File: config.mk
export PLATFORM = sky130hd
export DESIGN_NAME = systolic_tile_sched_flat
export DESIGN_NICKNAME = d
export VERILOG_FILES = /design/src/rtl/systolic_pkg.sv /design/src/rtl/systolic_tile_sched_if.sv /design/src/rtl/skew_en_gen.sv /design/src/rtl/systolic_tile_sched.sv /design/src/flat_wrapper.sv
export SDC_FILE = /design/constraint.sdc
export NUM_CORES = 1
export LEC_CHECK = 0
export ABC_AREA = 1
export CORE_ASPECT_RATIO = 0.8
export CORE_UTILIZATION = 25
export DETAILED_ROUTE_END_ITERATION = 10
export GPL_TIMING_DRIVEN = 0
export PLACE_DENSITY = 0.47
export SYNTH_ARGS = -nofsm -noshare
export SYNTH_HDL_FRONTEND = slang
export SYNTH_SLANG_ARGS = --single-unit
File: constraint.sdc
create_clock -name clk -period 4.6 [get_ports clk]
set_input_delay 0.92 -clock clk [delete_from_list [all_inputs] [get_ports clk]]
set_output_delay 0.92 -clock clk [all_outputs]
set_load 0.03 [all_outputs]
File: src/rtl/systolic_pkg.sv
// Shared types and sizing helpers for the systolic array tile scheduler.
// Holds the scheduler state enum, the default array geometry, and width helpers
// that the array and the buffers use as well.
package systolic_pkg;

    typedef enum logic [2:0] {
        IDLE,
        LOAD_W,
        STREAM,
        DRAIN,
        FIN
    } sched_state_t;

    localparam int unsigned DEF_ROWS   = 32;
    localparam int unsigned DEF_COLS   = 32;
    localparam int unsigned DEF_LEN_W  = 10;
    localparam int unsigned DEF_TILE_W = 8;

    // Width of an index into n items, never less than one bit.
    function automatic int unsigned idx_w(input int unsigned n);
        return (n > 1) ? $clog2(n) : 1;
    endfunction

    // Width of the shared phase counter: it must hold L+ROWS-1 for the largest L,
    // and COLS-1 for the drain.
    function automatic int unsigned cnt_w(input int unsigned len_w, input int unsigned rows,
                                          input int unsigned cols);
        return idx_w((32'd1 << len_w) + rows + cols);
    endfunction

endpackage

File: src/rtl/systolic_tile_sched_if.sv
// Bundle of job-control, buffer-handshake and array-control signals around the
// tile scheduler.
//   master: scheduler side (drives busy/done/w_ps/w_load_en/w_row/ifmap_rd/row_en/
//           psum_valid/tile_idx; receives start/num_tiles/stream_len/in_valid/
//           out_ready/abort)
//   slave:  environment side (config regs, buffers, array)
interface systolic_tile_sched_if
    import systolic_pkg::*;
#(
    parameter int unsigned ROWS   = DEF_ROWS,
    parameter int unsigned LEN_W  = DEF_LEN_W,
    parameter int unsigned TILE_W = DEF_TILE_W
) ();

    localparam int unsigned ROW_W = idx_w(ROWS);

    logic              start;
    logic [TILE_W-1:0] num_tiles;
    logic [LEN_W-1:0]  stream_len;
    logic              in_valid;
    logic              out_ready;
    logic              abort;
    logic              busy;
    logic              done;
    logic              w_ps;
    logic              w_load_en;
    logic [ROW_W-1:0]  w_row;
    logic              ifmap_rd;
    logic [ROWS-1:0]   row_en;
    logic              psum_valid;
    logic [TILE_W-1:0] tile_idx;

    modport master (
        input  start, num_tiles, stream_len, in_valid, out_ready, abort,
        output busy, done, w_ps, w_load_en, w_row, ifmap_rd, row_en, psum_valid, tile_idx
    );

    modport slave (
        output start, num_tiles, stream_len, in_valid, out_ready, abort,
        input  busy, done, w_ps, w_load_en, w_row, ifmap_rd, row_en, psum_valid, tile_idx
    );

endinterface

File: src/rtl/skew_en_gen.sv
// Diagonal wavefront enable generator. Row r is enabled on an advancing cycle
// while the stream counter lies in [r, r+len). Purely combinational so the
// psum-side de-skew can reuse it with its own counter.
//   s_i      : stream counter
//   len_i    : stream length L
//   adv_i    : counter advances this cycle
//   row_en_o : per-row enable
module skew_en_gen #(
    parameter int unsigned ROWS  = 32,
    parameter int unsigned LEN_W = 10,
    parameter int unsigned CNT_W = 11
) (
    input  logic [CNT_W-1:0] s_i,
    input  logic [LEN_W-1:0] len_i,
    input  logic             adv_i,
    output logic [ROWS-1:0]  row_en_o
);

    always_comb begin
        row_en_o = '0;
        for (int unsigned r = 0; r < ROWS; r++) begin
            row_en_o[r] = adv_i && (CNT_W'(r) <= s_i) && (s_i < CNT_W'(r) + CNT_W'(len_i));
        end
    end

endmodule

File: src/rtl/systolic_tile_sched.sv
// Tile sequencer for the weight-stationary systolic array. Per tile: load ROWS
// weight rows, stream L ifmap vectors with a diagonal row skew, then drain COLS
// psum vectors. Repeats for num_tiles tiles, then pulses done.
//   clk, nrst : clock, asynchronous active-low reset
//   bus       : job control, buffer handshakes and array controls (master side)
module systolic_tile_sched
    import systolic_pkg::*;
#(
    parameter int unsigned ROWS   = DEF_ROWS,
    parameter int unsigned COLS   = DEF_COLS,
    parameter int unsigned LEN_W  = DEF_LEN_W,
    parameter int unsigned TILE_W = DEF_TILE_W
) (
    input logic                 clk,
    input logic                 nrst,
    systolic_tile_sched_if.master bus
);

    localparam int unsigned ROW_W = idx_w(ROWS);
    localparam int unsigned CNT_W = cnt_w(LEN_W, ROWS, COLS);

    sched_state_t      state_q, state_d;
    logic [CNT_W-1:0]  cnt_q, cnt_d;    // w_row in LOAD_W, s in STREAM, beat in DRAIN
    logic [TILE_W-1:0] nt_q, nt_d;
    logic [LEN_W-1:0]  len_q, len_d;
    logic [TILE_W-1:0] tile_q, tile_d;

    logic              s_lt_len;
    logic              adv;
    logic [CNT_W-1:0]  s_last;
    logic [ROWS-1:0]   row_en_w;

    // Head of the stream waits for ifmap data; the tail just flushes the skew.
    always_comb begin
        s_lt_len = cnt_q < CNT_W'(len_q);
        adv      = (state_q == STREAM) && (s_lt_len ? bus.in_valid : 1'b1);
        // Only used in STREAM, where L >= 1 so this cannot underflow.
        s_last   = CNT_W'(len_q) + CNT_W'(ROWS) - CNT_W'(2);
    end

    skew_en_gen #(
        .ROWS  (ROWS),
        .LEN_W (LEN_W),
        .CNT_W (CNT_W)
    ) u_skew (
        .s_i      (cnt_q),
        .len_i    (len_q),
        .adv_i    (adv),
        .row_en_o (row_en_w)
    );

    always_ff @(posedge clk or negedge nrst) begin
        if (!nrst) begin
            state_q <= IDLE;
            cnt_q   <= '0;
            nt_q    <= '0;
            len_q   <= '0;
            tile_q  <= '0;
        end else begin
            state_q <= state_d;
            cnt_q   <= cnt_d;
            nt_q    <= nt_d;
            len_q   <= len_d;
            tile_q  <= tile_d;
        end
    end

    always_comb begin
        state_d = state_q;
        cnt_d   = cnt_q;
        nt_d    = nt_q;
        len_d   = len_q;
        tile_d  = tile_q;
        unique case (state_q)
            IDLE: begin
                if (bus.start) begin
                    nt_d    = bus.num_tiles;
                    len_d   = bus.stream_len;
                    tile_d  = '0;
                    cnt_d   = '0;
                    state_d = (bus.num_tiles == '0) ? FIN : LOAD_W;
                end
            end
            LOAD_W: begin
                if (cnt_q == CNT_W'(ROWS - 1)) begin
                    cnt_d   = '0;
                    state_d = (len_q == '0) ? DRAIN : STREAM;
                end else begin
                    cnt_d = cnt_q + CNT_W'(1);
                end
            end
            STREAM: begin
                if (adv) begin
                    if (cnt_q == s_last) begin
                        cnt_d   = '0;
                        state_d = DRAIN;
                    end else begin
                        cnt_d = cnt_q + CNT_W'(1);
                    end
                end
            end
            DRAIN: begin
                if (bus.out_ready) begin
                    if (cnt_q == CNT_W'(COLS - 1)) begin
                        cnt_d = '0;
                        if (tile_q == nt_q - TILE_W'(1)) begin
                            state_d = FIN;
                        end else begin
                            tile_d  = tile_q + TILE_W'(1);
                            state_d = LOAD_W;
                        end
                    end else begin
                        cnt_d = cnt_q + CNT_W'(1);
                    end
                end
            end
            FIN: begin
                // Leave IDLE looking exactly like reset.
                state_d = IDLE;
                cnt_d   = '0;
                nt_d    = '0;
                len_d   = '0;
                tile_d  = '0;
            end
            default: state_d = IDLE;
        endcase
        if (bus.abort && (state_q != IDLE)) begin
            state_d = IDLE;
            cnt_d   = '0;
            nt_d    = '0;
            len_d   = '0;
            tile_d  = '0;
        end
    end

    always_comb begin
        bus.busy       = (state_q == LOAD_W) || (state_q == STREAM) || (state_q == DRAIN);
        bus.done       = (state_q == FIN);
        bus.w_ps       = !((state_q == STREAM) || (state_q == DRAIN));
        bus.w_load_en  = (state_q == LOAD_W);
        bus.w_row      = (state_q == LOAD_W) ? ROW_W'(cnt_q) : '0;
        bus.ifmap_rd   = (state_q == STREAM) && s_lt_len && bus.in_valid;
        bus.row_en     = row_en_w;
        bus.psum_valid = (state_q == DRAIN);
        bus.tile_idx   = tile_q;
    end

endmodule

File: src/flat_wrapper.sv
// flat-port wrapper written by rule: the top's interface ports become plain ports
module systolic_tile_sched_flat import systolic_pkg::*;
#(
    parameter int unsigned ROWS   = DEF_ROWS,
    parameter int unsigned COLS   = DEF_COLS,
    parameter int unsigned LEN_W  = DEF_LEN_W,
    parameter int unsigned TILE_W = DEF_TILE_W
)
  (clk, nrst, bus_start, bus_num_tiles, bus_stream_len, bus_in_valid, bus_out_ready, bus_abort, bus_busy, bus_done, bus_w_ps, bus_w_load_en, bus_w_row, bus_ifmap_rd, bus_row_en, bus_psum_valid, bus_tile_idx);
  systolic_tile_sched_if #(.ROWS(ROWS), .LEN_W(LEN_W), .TILE_W(TILE_W)) bus_i ();
  input logic clk;
  input logic nrst;
  input wire logic [$bits(bus_i.start)-1:0] bus_start;
  input wire logic [$bits(bus_i.num_tiles)-1:0] bus_num_tiles;
  input wire logic [$bits(bus_i.stream_len)-1:0] bus_stream_len;
  input wire logic [$bits(bus_i.in_valid)-1:0] bus_in_valid;
  input wire logic [$bits(bus_i.out_ready)-1:0] bus_out_ready;
  input wire logic [$bits(bus_i.abort)-1:0] bus_abort;
  output wire logic [$bits(bus_i.busy)-1:0] bus_busy;
  output wire logic [$bits(bus_i.done)-1:0] bus_done;
  output wire logic [$bits(bus_i.w_ps)-1:0] bus_w_ps;
  output wire logic [$bits(bus_i.w_load_en)-1:0] bus_w_load_en;
  output wire logic [$bits(bus_i.w_row)-1:0] bus_w_row;
  output wire logic [$bits(bus_i.ifmap_rd)-1:0] bus_ifmap_rd;
  output wire logic [$bits(bus_i.row_en)-1:0] bus_row_en;
  output wire logic [$bits(bus_i.psum_valid)-1:0] bus_psum_valid;
  output wire logic [$bits(bus_i.tile_idx)-1:0] bus_tile_idx;
  assign bus_i.start = bus_start;
  assign bus_i.num_tiles = bus_num_tiles;
  assign bus_i.stream_len = bus_stream_len;
  assign bus_i.in_valid = bus_in_valid;
  assign bus_i.out_ready = bus_out_ready;
  assign bus_i.abort = bus_abort;
  assign bus_busy = bus_i.busy;
  assign bus_done = bus_i.done;
  assign bus_w_ps = bus_i.w_ps;
  assign bus_w_load_en = bus_i.w_load_en;
  assign bus_w_row = bus_i.w_row;
  assign bus_ifmap_rd = bus_i.ifmap_rd;
  assign bus_row_en = bus_i.row_en;
  assign bus_psum_valid = bus_i.psum_valid;
  assign bus_tile_idx = bus_i.tile_idx;
  systolic_tile_sched #(.ROWS(ROWS), .COLS(COLS), .LEN_W(LEN_W), .TILE_W(TILE_W)) u_core (.clk(clk), .nrst(nrst), .bus(bus_i));
endmodule
==> results.toml, run 1 <==
[status]
status = "finished clean"

[power_and_ir_drop]
ir_worst_vdd_mv = 0.154
leakage_nw = 6.70
powerDensity_mw_per_mm2 = 429

[global_routing]
grt_pass1_vias = 12400
gr-total-overflow = 0
grt_first_pass_wirelength_um = 82200
grt_max_degree = 31
antenna_found_initial = 2
grtUsageTotal_pct = 22.9

[critical_path]
crit_slowest_cell = "dfrtp_2"
critPathLaunchType = "register"
critPathCaptureType = "output pin"
worstPathMaxFanout = 10
crit_arrival_ns = 3.64
cp_data_required_time_ns = 3.68
crit_path_cell_trace = "ha_1 > clkbuf_4 > inv_1 > clkbuf_4 > nor2_4 > a31oi_1 > ha_1 > a21oi_1 > o21a_1 > o21ai_0 > nor4_2 > buf_2"
path_class = "register to output pin"
slowest_delay_ns = 0.50

[clocking]
clock_sinks = 40
clk_latency_ns = 0.30
postCtsHoldBufs = 0
ctsRootBufferMaster = "clkbuf_16"
clockBufferDepth = 2
path_clk_slew_ns = 0.07
cts_tree = "yes"
numCtsBuffers = 5
cts-htree-levels = 2

[synth]
synthArstFlopShare_pct = 100
yosys-top-cells-count = "nand2_1 (349), ha_1 (281), a21oi_1 (159), inv_1 (147), xor2_1 (147)"
yosysWarningCount = 0
synth.yosys.seq_area_share_pct = 8.35
ys_ff_latch = 40
syn_inst = 1768
yosysTopAreaCell = "ha_1"
synth_area_per_cell_um2 = 6.78
ys_types = 46
synth_top_area_share_pct = 29.3
synth_area_leaders = "ha_1 (29%), nand2_1 (11%), xor2_1 (11%)"
ys.flop_type = "dfrtp_1"
syn_area_mm2 = 0.0120
synth_edf_count = 0
syn_nets = 2073
yosysMostFrequentCell = "nand2_1"

[detailed_routing]
wl_met3_um = 4280
antenna_left = 0
dr.pass1.iters = 5
highest_layer = "met5"
via_count = 13200
first_iter_violations = 1035
route.layer.met1.wl_um = 27200
avgRoutedWirePerCell_um = 22.5
drcViolationCount = 0
drt_wl_total_um = 56500
wl_met2_um = 23900
vias_per_cell = 5.27

[floorplanning]
dieArea_mm2 = 0.0488
core-area_mm2 = 0.0472
io_pins = 75
fp.dieW_um = 247
initial_core_util_pct = 25.4
fp-row-count = 71
die_h_um = 198

[timing]
whs_ns = 0.491
fin_setup_tns_ns = 0
rsz0062_at_grt = "yes"
slew_headroom_pct = 18.7
hold_violations = 0
finalCriticalPeriod_ns = 4.56
fin_skew_ns = 0.00679
finalSetupViolCount = 0
fin_crit_sh_pct = 99.1
max_freq_ghz = 0.219
tightest_slew_ns = 1.22
finalMaxSlewViolations = 0

[placed_design]
hpwl_um = 43600
place_congestion = 0.985
placed_cell_area_mm2 = 0.0137
portBuffers = 74

[cells_and_area]
area_growth_pct = 20.2
drive_above_1_share_pct = 12.6
num_antenna_cells = 0
final_nets = 2195
finalInstanceArea_mm2 = 0.0144
fillers = 5112

[hold_path]
hp-class = "input port to asynchronous set/reset pin"

[flow_run]
maxCapViolations = 0
==> flip-flops by register name, summed over array words and instances, names as in the netlist <==
name	flops
u_core.cnt_q	11
u_core.len_q	10
u_core.bus.tile_idx	8
u_core.nt_q	8
u_core.state_q	3
==> where the power goes <==
group	leakage [nW]	switching [mW]	internal [mW]
combinational	6.10	3.52	1.68
sequential	0.516	0.127	0.429
clock	0.0804	0.166	0.258
total	6.70	3.81	2.37
==> routing by layer <==
layer | GRT usage [%] | up-vias
li1 | - | 6364
met1 | 33.8 | 6337
met2 | 34.9 | 459
met3 | 3.56 | 72
met4 | 4.30 | 4
met5 | 0 | -
==> worst paths after layout <==
kind                                        startpoint                          end  slack, ns  depth (start not counted)
hold reg to reg             u_core.nt_q[7]$_DFFE_PN0P_   u_core.nt_q[7]$_DFFE_PN0P_       0.51                          2
max in group asynchronous                         nrst  u_core.len_q[3]$_DFFE_PN0P_       3.63                          2
setup / recovery           u_core.len_q[4]$_DFFE_PN0P_                bus_row_en[7]       0.04                         12
min in group clk            u_core.nt_q[7]$_DFFE_PN0P_   u_core.nt_q[7]$_DFFE_PN0P_       0.51                          2
setup reg to reg           u_core.len_q[4]$_DFFE_PN0P_  u_core.cnt_q[1]$_DFFE_PN0P_       0.65                         18
hold / removal                                    nrst  u_core.cnt_q[8]$_DFFE_PN0P_       0.49                          1
==> cells by family (layout without fill, tap and decap cells) <==
logic type	after synthesis	in the layout	share of synthesized area [%]
AO/OA/AOI/OAI	364	364	16.8
adder cells (fa/ha/maj)	281	281	29.3
flip-flops	40	40	8.35
AND/OR/NAND/NOR	721	721	27.2
buffers and inverters	209	332	7.12
XOR/XNOR	153	153	11.2
==> layout by cell type (no fill, tap or decap), drive strengths merged, types with 7 or more instances in the layout <==
cell             n
a211oi           9
a21oi          159
a31oi            7
buf             86
clkbuf          33
clkdlybuf4s50   41
dfrtp           40
ha             281
inv            153
nand2          361
nand3          111
nand4           41
nor2           145
nor3            37
nor4            18
o2111ai         11
o21a            25
o21ai          133
o311ai           7
xor2           147
==> worst max-delay path: cells and delay by family (launching register included) <==
family,cells,cell delay (ns)
compound gates,4,0.83
fa+ha+maj,2,0.58
simple gates,2,0.41
buf+inv,4,1.01
flops,1,0.50
==> stage by stage <==
stage | total power, mW | worst slack (ns) | instances | utilization, %
CTS | 5.92 | -0.0778 | 2497 | 30.2
global placement | 5.16 | -1.89 | 2462 | 28.6
global route | 6.72 | -0.0318 | 2511 | 30.5
finish | 6.18 | 0.0392 | 2511 | 30.5
detailed placement | 5.22 | -1.81 | 2470 | 29.0
floorplan | 3.65 | 0.249 | 1768 | -
==> final cells by class <==
type | count | area (um^2) | share of cell area (%)
Multi-Input combinational cell | 1519 | 10400 | 72.4
Timing Repair Buffer | 117 | 1070 | 7.40
Sequential cell | 40 | 1020 | 7.07
Tap cell | 620 | 776 | 5.38
Inverter | 158 | 617 | 4.28
Buffer | 49 | 324 | 2.25
Clock buffer | 5 | 125 | 0.868
Clock inverter | 3 | 46.3 | 0.321
==> timing repair <==
action                                  CTS  global route
gates resized for setup                 184            88
endpoints found under the setup margin   47            30
gates cloned                              0             0
setup buffers                            21            14
endpoints found under the hold margin     0             0
pin swaps                                 6             7
Note: power is estimated with default switching activity, not from simulation.
==> run 2: changes to the inputs <==
CORE_UTILIZATION = 60   (was 25)
PLACE_DENSITY = 0.88   (was 0.47)
==> run 2 against run 1 <==
Effect of this change: the run now ends with setup timing left; global-route usage rose by 24 points; via count rose by 6.0%; final cell count fell by 15%; critical endpoint is now bus_row_en[30]; largest cell class unchanged; highest routed layer is now met4.
==> results.toml, run 2 (same netlist as run 1, synthesis figures left out) <==
[power_and_ir_drop]
powerDensity_mw_per_mm2 = 437
ir_worst_vdd_mv = 0.268
leakage_nw = 6.71

[cells_and_area]
drive_above_1_share_pct = 11.7
finalInstanceArea_mm2 = 0.0139
area_growth_pct = 16.2
postLayoutCoreUtil_pct = 72.3
largest_register_ffs = 11
final_common_cell = "nand2_1"
reg_top3 = "u_core.cnt_q: 11 flops, u_core.len_q: 10 flops"
max_flop_register = "u_core.cnt_q"
final_nets = 2188
layout_common_cells = "nand2_1 (347), ha_1 (275), a21oi_1 (147)"

[status]
failed_checks = "setup timing"
status = "complete, but fails checks"

[flow_run]
maxCapViolations = 0

[floorplanning]
core-area_mm2 = 0.0193
initial_core_util_pct = 62.3
io_pins = 75
fp-row-count = 45
die_h_um = 128
dieArea_mm2 = 0.0206
fp.dieW_um = 160

[timing]
max_freq_ghz = 0.209
hold_violations = 0
worst_slack_ns = -0.174
fin_crit_sh_pct = 104
rsz0062_at_grt = "yes"
finalSetupViolCount = 1
fin_skew_ns = 0.00621
finalMaxSlewViolations = 0
tightest_slew_ns = 1.26
slew_headroom_pct = 16.2
finalCriticalPeriod_ns = 4.77

[critical_path]
cp_data_required_time_ns = 3.68
worstPathMaxFanout = 15
slowest_delay_ns = 0.50
crit_slowest_cell = "dfrtp_2"
cp_top_family = "buffers and inverters"
crit_end = "bus_row_en[30]"
r2r_slack_ns = 0.59
regToRegEndpoint = "u_core.cnt_q[1]$_DFFE_PN0P_"
critPathLaunchType = "register"
reg2reg_from = "u_core.len_q[4]$_DFFE_PN0P_"
timing.critical_path.from = "u_core.len_q[4]$_DFFE_PN0P_"
crit_buf_inv = 4
r2r_cells = 17
crit_arrival_ns = 3.85
critPathCaptureType = "output pin"
worst-path-stages = 14
crit_path_cell_trace = "inv_4 > buf_8 > ha_1 > inv_1 > o21ai_0 > nand2_1 > xor2_1 > ha_1 > nand2_1 > nor2_1 > nand3_1 > o2111ai_1 > nor3_1 > clkdlybuf4s15_2"
path_class = "register to output pin"

[global_routing]
grt_max_degree = 36
grtUsageMet2_pct = 69.6
grt_pass1_vias = 13100
antenna_found_initial = 0
use_met1_pct = 63.3
use_met3_pct = 14.7
grtUsageTotal_pct = 47.3
gr-total-overflow = 0
grt_first_pass_wirelength_um = 74500
grt_busiest_layer = "met2"

[detailed_routing]
drcViolationCount = 0
antenna_left = 0
first_iter_violations = 1943
vias_per_cell = 6.54
dr.pass1.iters = 5
via_count = 14000
avgRoutedWirePerCell_um = 22.8
drt_wl_total_um = 48900

[placed_design]
placed_cell_area_mm2 = 0.0132
pre_cts_ws_ns = -1.37
portBuffers = 74
hpwl_um = 37000
place_congestion = 1.09

[clocking]
ctsRootBufferMaster = "clkbuf_16"
path_clk_slew_ns = 0.07
cts-htree-levels = 2
clockBufferDepth = 2
clock_sinks = 40
numCtsBuffers = 5
clk_latency_ns = 0.30
cts_tree = "yes"

[hold_path]
hp-class = "input port to asynchronous set/reset pin"
==> run 2: changes by cell type in the layout (fill, tap and decap cells not counted), moves of 4 or more <==
cell / delta
a21oi_2: +4
o21ai_2: -5
buf_12: -4
buf_4: -11
dlymetal6s2s_1: +4
clkdlybuf4s15_2: +6
buf_16: +4
o21ai_0: +6
==> run 2: final cells by class <==
cell class / instances / area [um^2]
Antenna cell: 1 / 2.50
Buffer: 49 / 290
Clock buffer: 6 / 139
Clock inverter: 2 / 38.8
Fill cell: 1660 / 5330
Inverter: 158 / 617
Multi-Input combinational cell: 1519 / 10400
Sequential cell: 40 / 1020
Tap cell: 258 / 323
Timing Repair Buffer: 110 / 1110
==> run 2: routing by layer <==
layer,wire [um],share of wire (%)
met2,19400,40
met4,2500,5.1
met1,19800,40
met3,7270,15
met5,0,0
==> run 2: where the power goes <==
| group | switching, mW | total [mW] | internal [mW] |
|---|---|---|---|
| sequential | 0.137 | 0.566 | 0.429 |
| combinational | 3.44 | 5.08 | 1.64 |
| clock | 0.170 | 0.443 | 0.273 |
| total | 3.75 | 6.09 | 2.34 |
==> run 2: what timing repair did <==
item | in CTS | in global routing
resized for setup | 129 | 82
pin swaps | 1 | 1
hold buffers | 0 | 0
setup endpoints to repair | 47 | 31
setup buffers | 11 | 18
==> run 2: worst min-delay path by stage <==
stage / startpoint / depth (start not counted) / endpoint
after global placement: u_core.nt_q[7]$_DFFE_PN0P_ / 2 / u_core.nt_q[7]$_DFFE_PN0P_
after CTS: nrst / 1 / u_core.cnt_q[0]$_DFFE_PN0P_
after global routing: nrst / 1 / u_core.cnt_q[0]$_DFFE_PN0P_
final: nrst / 1 / u_core.cnt_q[0]$_DFFE_PN0P_
after detailed placement: u_core.nt_q[7]$_DFFE_PN0P_ / 2 / u_core.nt_q[7]$_DFFE_PN0P_
after floorplan: u_core.nt_q[7]$_DFFE_PN0P_ / 2 / u_core.nt_q[7]$_DFFE_PN0P_
==> run 2: metrics by stage <==
| step | hold slack, ns | setup TNS, ns | power [mW] | instances |
|---|---|---|---|---|
| floorplan | 0.473 | 0 | 3.65 | 1768 |
| global placement | 0.489 | -27.14 | 4.89 | 2100 |
| detailed placement | 0.499 | -28.45 | 5.07 | 2107 |
| CTS | 0.464 | -0.293 | 5.66 | 2124 |
| global route | 0.458 | -0.254 | 6.50 | 2142 |
| finish | 0.453 | -0.174 | 6.09 | 2143 |
==> RTL change, RTL diff (config.mk and constraints of run 2) <==
Encoding of `sched_state_t`: now Gray code (3 bits for 5 states).
--- a/src/rtl/systolic_pkg.sv
+++ b/src/rtl/systolic_pkg.sv
@@ -5,9 +5,9 @@
 
     typedef enum logic [2:0] {
-        IDLE,
-        LOAD_W,
-        STREAM,
-        DRAIN,
-        FIN
+        IDLE   = 3'b000,
+        LOAD_W = 3'b001,
+        STREAM = 3'b011,
+        DRAIN  = 3'b010,
+        FIN    = 3'b110
     } sched_state_t;
 
Behaviour: same outputs for any inputs over 10 cycles, from zero or initial values and one cycle with nrst low; not proved beyond that.
==> RTL change against run 2 <==
- the run still ends with negative setup slack left
- synthesized cell count is 0.34% lower
- design area is 0.63% lower
- via count is 0.47% higher
- synthesized area down 1.3%
- routed wire length up 1.6%
- power up 21%
- setup slack better by 0.14 ns
- sequential cell count unchanged
- critical endpoint is now bus_row_en[8]
==> RTL change: results (changes against run 2) <==
* Outcome: complete, but fails checks
* Violated checks: negative setup slack
* Via/cell ratio at 6.57 (+0.42%)
* NumNets Final at 2,189 (+0.046%)
* Unique cell type count in the Yosys netlist at 45 (-2.2%)
* Vias in the first global route at 13,000 (-0.41%)
* Register area share after synthesis at 8.46% (+0.11 points)
* Power density over the cells at 533 nW/um^2 (+22%)
* Xor/xnor share of the synthesized area at 11.2% (about the same)
* RR Endpoint: u_core.state_q[2]
* First-pass GRT wire length at 74.7 mm (+0.26%)
* P_leak at 6.72 nW (+0.22%)
* Place WS at -1.42 ns (-0.0504 ns)
* Final setup margin at -0.0391 ns (+0.135 ns)
* Post-Syn Nets at 2,067 (-0.29%)
* CP Max Fanout at 10 (-5)
* Final setup TNS at -0.0676 ns (+0.107 ns)
* R2R setup slack at 0.75 ns (+0.16 ns)
* Top post-synthesis cells by area: ha_1 (30%), nand2_1 (11%), xor2_1 (11%)
* Fillers at 1,645 (-0.90%)
* HPWL Detailed at 37.0 mm (about the same)
* Routability cong. at 1.05 (-3.2%)
* Pre-antenna DRT Iters at 6 (+1)
* DP Area at 13,100 um^2 (-1.3%)
* Synth Area in Compound Gates at 16.3% (-0.56 points)
* Share of layout cells above drive strength 1 at 11.4% (-0.32 points)
* WL per Instance at 23.2 um (+1.6%)
* CP endpoint: bus_row_en[8]
* Antenna violations before repair at 1 (+1)
* CP arrival at 3.72 ns (-0.13 ns)
* Global Route Usage Sum at 48.2% (+0.86 points)
* Maximum VDD drop at 312 uV (+16%)
* Iter 0 DRT Violations at 2,066 (+6.3%)
* Final setup vio count at 2 (+1)
* Clock skew at 0.0100 ns (+0.00383 ns)
[RTL change: stage by stage]
stage                     std cells  hold slack, ns
after global placement         2094           0.496
final                          2144           0.462
after global routing           2144           0.474
after CTS                      2125           0.472
after detailed placement       2101           0.522
after floorplan                1762           0.473
[RTL change: final cells by class]
type                    count  area share, %
multi-input cells        1518           74.4
repair buffers            117           7.92
flip-flops and latches     40           7.36
inverters                 153           4.32
plain buffers              49           2.34
well taps                 258           2.33
clock buffers               6           1.00
clock inverters             2          0.280
diodes                      1         0.0181
[RTL change: critical path, stage by stage, from the launching register on]
cell,delay [ns]
dfrtp_2,0.52
ha_4,0.25
inv_1,0.14
nor2_1,0.19
clkbuf_4,0.27
nand2_1,0.19
nand2_4,0.17
nor2_1,0.05
a21oi_1,0.21
ha_1,0.29
nand2_1,0.08
nor2_1,0.05
nand3_1,0.11
o2111ai_2,0.23
nor3_1,0.31
clkdlybuf4s15_2,0.34
[RTL change: repair_timing]
| item | 4_1_cts | 5_1_grt |
|---|---|---|
| cloned | 0 | 0 |
| resized for setup | 150 | 123 |
| endpoints found under the setup margin | 47 | 32 |
| buffers inserted | 18 | 18 |
| pin swaps | 1 | 2 |
[RTL change: power breakdown]
group / switching [mW] / internal (mW) / total [mW]
Sequential: 0.148 / 0.444 / 0.592
Combinational: 4.26 / 2.08 / 6.34
Clock: 0.175 / 0.273 / 0.448
[RTL change: metal layers]
| layer | GRT usage, % | vias to the layer above | part of all wire (%) |
|---|---|---|---|
| met5 | 0 | - | 0 |
| met4 | 26.3 | 0 | 6.8 |
| met3 | 15.0 | 264 | 15 |
| met2 | 69.4 | 1114 | 39 |
| met1 | 63.8 | 6341 | 39 |
| li1 | - | 6371 | - |
